File: src/rtl/hazard_pkg.sv
// Shared types and constants for the pipeline hazard controller and
// its MULT/DIV sequencer.
package hazard_pkg;

    localparam int COUNT_W        = 6;
    localparam int MUL_CYCLES_DEF = 4;
    localparam int DIV_CYCLES_DEF = 32;

    typedef enum logic [1:0] {
        IDLE = 2'd0,
        BUSY = 2'd1,
        DONE = 2'd2
    } fsm_state_t;

endpackage

File: src/rtl/muldiv_seq.sv
// Occupancy sequencer for the multi-cycle MULT/DIV unit: IDLE -> BUSY
// (counting down) -> DONE (one-cycle HI/LO write) -> IDLE or BUSY again.
module muldiv_seq
    import hazard_pkg::*;
#(
    parameter int MUL_CYCLES = MUL_CYCLES_DEF,
    parameter int DIV_CYCLES = DIV_CYCLES_DEF
) (
    input  logic               clk,
    input  logic               reset,
    input  logic               start,
    input  logic               op,
    output logic               busy,
    output logic               done,
    output logic [COUNT_W-1:0] count,
    output fsm_state_t         state
);

    // The first busy cycle already shows count = cycles-2, so the unit
    // spends (cycles-2)+1 cycles in BUSY and the write lands at t+cycles.
    localparam logic [COUNT_W-1:0] MUL_LOAD = COUNT_W'(MUL_CYCLES - 2);
    localparam logic [COUNT_W-1:0] DIV_LOAD = COUNT_W'(DIV_CYCLES - 2);

    fsm_state_t         state_q;
    fsm_state_t         state_d;
    logic [COUNT_W-1:0] count_q;
    logic [COUNT_W-1:0] count_d;
    logic [COUNT_W-1:0] load_val;

    assign load_val = op ? DIV_LOAD : MUL_LOAD;

    always_ff @(posedge clk or posedge reset) begin
        if (reset) begin
            state_q <= IDLE;
            count_q <= '0;
        end else begin
            state_q <= state_d;
            count_q <= count_d;
        end
    end

    always_comb begin
        state_d = state_q;
        count_d = count_q;
        case (state_q)
            IDLE: begin
                if (start) begin
                    state_d = BUSY;
                    count_d = load_val;
                end
            end
            // A start seen while BUSY is illegal (ID is stalled) and is ignored.
            BUSY: begin
                if (count_q == '0) begin
                    state_d = DONE;
                end else begin
                    count_d = count_q - 1'b1;
                end
            end
            DONE: begin
                if (start) begin
                    state_d = BUSY;
                    count_d = load_val;
                end else begin
                    state_d = IDLE;
                    count_d = '0;
                end
            end
            default: begin
                state_d = IDLE;
                count_d = '0;
            end
        endcase
    end

    assign busy  = (state_q == BUSY);
    assign done  = (state_q == DONE);
    assign count = busy ? count_q : '0;
    assign state = state_q;

endmodule

File: src/rtl/hazard_ctrl.sv
// Hazard controller for the five-stage pipeline: load-use and HI/LO
// stalls, branch flush, and sequencing of the MULT/DIV unit.
module hazard_ctrl
    import hazard_pkg::*;
#(
    parameter int MUL_CYCLES = MUL_CYCLES_DEF,
    parameter int DIV_CYCLES = DIV_CYCLES_DEF
) (
    input  logic               clk,
    input  logic               reset,
    input  logic               MemRead_ex,
    input  logic [4:0]         RegWriteAddr_ex,
    input  logic [4:0]         RsAddr_id,
    input  logic [4:0]         RtAddr_id,
    input  logic               UsesRs_id,
    input  logic               UsesRt_id,
    input  logic               HiLoRead_id,
    input  logic               MulDiv_id,
    input  logic               MulDivStart_ex,
    input  logic               MulDivOp_ex,
    input  logic               Branch_taken_id,
    output logic               Stall_pc,
    output logic               Stall_ifid,
    output logic               Bubble_idex,
    output logic               Flush_ifid,
    output logic               MulDivBusy,
    output logic               HiLoWrite,
    output logic [COUNT_W-1:0] MulDivCount
);

    logic               seq_busy;
    logic               seq_done;
    logic [COUNT_W-1:0] seq_count;
    fsm_state_t         seq_state;
    logic               load_use;
    logic               hilo_hazard;
    logic               stall;

    muldiv_seq #(
        .MUL_CYCLES(MUL_CYCLES),
        .DIV_CYCLES(DIV_CYCLES)
    ) u_seq (
        .clk  (clk),
        .reset(reset),
        .start(MulDivStart_ex),
        .op   (MulDivOp_ex),
        .busy (seq_busy),
        .done (seq_done),
        .count(seq_count),
        .state(seq_state)
    );

    // $0 is never a real destination, so a load into it creates no hazard.
    assign load_use = MemRead_ex && (RegWriteAddr_ex != 5'd0) &&
                      ((UsesRs_id && (RsAddr_id == RegWriteAddr_ex)) ||
                       (UsesRt_id && (RtAddr_id == RegWriteAddr_ex)));

    // HI/LO consumers wait from the issue cycle through the last BUSY cycle;
    // in DONE the result is written before the reader reaches EX.
    assign hilo_hazard = (HiLoRead_id || MulDiv_id) &&
                         (seq_busy || ((seq_state == IDLE) && MulDivStart_ex));

    assign stall = load_use || hilo_hazard;

    assign Stall_pc    = stall;
    assign Stall_ifid  = stall;
    assign Bubble_idex = stall;
    // A stalled branch stays in ID and resolves again next cycle.
    assign Flush_ifid  = Branch_taken_id && !stall;

    assign MulDivBusy  = seq_busy;
    assign HiLoWrite   = seq_done;
    assign MulDivCount = seq_count;

endmodule
File: config.mk
export PLATFORM = sky130hd
export DESIGN_NAME = hazard_ctrl
export DESIGN_NICKNAME = d
export VERILOG_FILES = /design/src/rtl/hazard_pkg.sv /design/src/rtl/muldiv_seq.sv /design/src/rtl/hazard_ctrl.sv
export SDC_FILE = /design/constraint.sdc
export NUM_CORES = 1
export LEC_CHECK = 0
export CORE_UTILIZATION = 35
export CTS_CLUSTER_DIAMETER = 100
export CTS_CLUSTER_SIZE = 16
export DETAILED_ROUTE_END_ITERATION = 10
export PLACE_DENSITY = 0.83
export SYNTH_ARGS = -nofsm -noshare
export SYNTH_HDL_FRONTEND = slang
export SYNTH_SLANG_ARGS = --single-unit
File: constraint.sdc
create_clock -name clk -period 1.35 [get_ports clk]
set_input_delay 0.27 -clock clk [delete_from_list [all_inputs] [get_ports clk]]
set_output_delay 0.27 -clock clk [all_outputs]
set_load 0.05 [all_outputs]
==> run metrics <==
Die Y 46.94 µm; Final Non-Filler Cells 178; Area growth syn-to-layout 141.2%; Wirelength per Cell 24.17 µm; Final HPWL DP 2107 µm; Power per Cell Area 2666 nW/µm²; dpl ws -0.9810 ns; clk buf depth 2; # port buffers 36; CP required 1.08 ns; switching share of power 49.30%; count of cell types in the netlist 33; Fillers 47; Slowest cell on crit path or4_4; post-route cell area 1705 µm²; placed cell areas 1396 µm²; YS warnings 0; total global routing overflow 0; final setup violating endpoints 18; worst vdd ir 1911 µV; number of global-route vias before repair 1004; ant diodes 0; mux cell area share after synthesis 0%; Inst Count DP 166; largest family of logic cells by synthesized area simple AND/OR/NAND/NOR gates; antenna violations before repair 0; first-pass GRT wire length 4554 µm; fin nets 182; Hold Buf Count CTS 0; global-route usage over all layers 30.18%; delay-heaviest family, CP simple AND/OR/NAND/NOR gates; Multi-input gate area 690.7 µm²; IO Count 37; Final Max Slew Viols 0; Mapped Cells 87; CTS Sinks 8; CP peak stage delay 0.51 ns; clk_lat worst skew 0.27 ns; mapped cell area 706.9 µm²; XOR/XNOR share of the synthesized area 12.39%; Cell Rows 15; first-pass iteration count of the detailed router 4; RSZ-0062 raised after global routing true; Mean Syn Cell Area 8.126 µm²; cell leakage power 0.7198 nW; CP cell instances clkdlybuf4s15_2 -> or4_4 -> o21ai_4 -> o211a_2 -> buf_12; Tcrit/Tclk final 134.5%; Final ANT Viol Nets 0; Initial Util 39.24%; Final Hold Viols 0; Rel. slew slack 74.12%; Simple-Gate Fraction of Synth Area 28.32%; total power 4.546 mW; vias per cell 6.270; H-tree Lvls 1; startpoint types input port; hold_ws 0.2547 ns; GPL Wtd Cong 0.9245; Synth Area in Adders 3.540%; crit path kind input port to output port; Clock transition at path regs 0.07 ns; via count 1116; Clk pwr share 4.6%; Routed WL 4303 µm; Seq/Total Area, Yosys 28.32%; Die X 46.94 µm; compound-cell area share of the yosys netlist 21.95%; Gate power share 83.8%; MaxCap Viol Count 0; TritonCTS buffer count 3; Crit path arrival time 1.55 ns; switching pwr 2.242 mW; ys async rst share 100.0%; syn_nets 114; Final Skew 0.001268 ns; prevailing post-synth register cell dfrtp_1; measured slew at the worst slew-check pin 0.3868 ns; status complete, but fails checks; Reg power frac 11.6%; failing checks setup timing; drt drc 0; critical-path maximum fanout 3; #FFs+latches synth 8; CP bufs+invs 2; Hold Crit Class input port to async pin; DRT iter0 DRCs 65; min Tclk post-route 1.815 ns; CTS tree built; FF/Latch Area 200.2 µm²; EDFF count, synth 0; Setup WS post-layout -0.4652 ns; largest net degree at the start of global routing 13; fraction of layout cells with a size suffix above 1 58.82%; total die area 2203 µm²; fmax 0.5509 GHz; Worst setup EP type output port; Root Driver clkbuf_4; P_int 2.305 mW; Core ar. 1802 µm²
-- cell usage in the layout (no fill, tap or decap), types with 2 or more instances in the layout --
master	count
buf_4	23
buf_12	15
clkdlybuf4s50_1	9
dfrtp_1	8
buf_6	7
nor2_1	6
xor2_1	5
nor2_4	4
nand3_1	4
and2_4	4
buf_2	4
dlygate4sd2_1	4
inv_2	3
nand2_1	3
o21ai_4	3
clkbuf_4	3
clkdlybuf4s15_1	3
nand4_1	2
a21oi_1	2
o211ai_1	2
o21ai_0	2
xor2_2	2
a32oi_2	2
ha_4	2
-- power by group through the flow --
stage | Sequential [mW] | Combinational [mW] | Clock [mW]
after floorplan | 0.479 | 1.47 | 0
after global placement | 0.444 | 2.75 | 0
after CTS | 0.460 | 3.08 | 0.195
final | 0.525 | 3.81 | 0.211
after global routing | 0.515 | 3.97 | 0.214
after detailed placement | 0.460 | 2.84 | 0
-- layer usage --
| metal | vias to the layer above | part of all wire (%) | GRT usage [%] |
|---|---|---|---|
| met5 | - | 0 | 0 |
| met2 | 117 | 49 | 58.06 |
| met4 | 0 | 8.2 | 16.57 |
| met3 | 45 | 9.7 | 3.846 |
| li1 | 446 | - | - |
| met1 | 508 | 33 | 31.13 |
-- synthesized netlist by cell type, types with 2 or more instances --
master    instances  share of area [%]
nor2_1           11                5.8
dfrtp_1           8                 28
xor2_1            8                9.9
inv_1             5                2.7
o21ai_0           5                3.5
and2_1            4                3.5
nand2_1           4                2.1
nand3_1           4                2.8
a21oi_1           3                2.1
a32oi_1           2                2.5
buf_4             2                2.1
ha_1              2                3.5
nand2b_1          2                1.8
nand4_1           2                1.8
nor2b_1           2                1.8
nor3_1            2                1.4
nor4_1            2                1.8
o211ai_1          2                2.1
o21ai_2           2                2.5
xnor2_1           2                2.5
-- worst paths after layout --
kind	from	endpoint	depth (start not counted)	slack, ns
worst max-delay path	RegWriteAddr_ex[3]	Flush_ifid	5	-0.47
worst min-delay path	reset	u_seq.count_q[3]	2	0.25
worst max register to register	u_seq.count_q[3]	u_seq.count_q[5]	6	-0.25
worst min register to register	u_seq.state[1]	u_seq.count_q[5]	2	0.62
max in group asynchronous	reset	u_seq.count_q[1]	2	0.85
min in group clk	u_seq.state[1]	u_seq.count_q[5]	2	0.62
-- what timing repair did --
item                                    4_1_cts  5_1_grt
endpoints found under the setup margin       15       18
endpoints found under the hold margin         0        0
pin swaps                                    15        8
cloned                                        0        0
resized for setup                            62       28
setup buffers                                 3        7
-- cell type report --
class | instances | area share, %
multi-input cells | 71 | 40.50
clock buffers | 3 | 1.321
repair buffers | 66 | 43.29
well taps | 25 | 1.834
inverters | 5 | 1.321
flip-flops and latches | 8 | 11.74
-- per-stage QoR --
step	util, %	setup TNS (ns)
6_report	94.65	-4.894
3_5_place_dp	77.50	-4.037
4_1_cts	83.96	-3.505
2_1_floorplan	-	-1.596
5_1_grt	94.65	-5.635
3_3_place_gp	77.50	-3.277
-- kinds of logic after synthesis --
| logic type | after synthesis |
|---|---|
| XOR/XNOR | 10 |
| AND/OR/NAND/NOR | 37 |
| AO/OA/AOI/OAI | 22 |
| flip-flops | 8 |
| adder cells (fa/ha/maj) | 2 |
| buffers and inverters | 8 |
-- registers in the layout, indices dropped and copies added (netlist names) --
signal and count:
u_seq.state 2, u_seq.count_q 6
(Power assumes the default switching activity.)
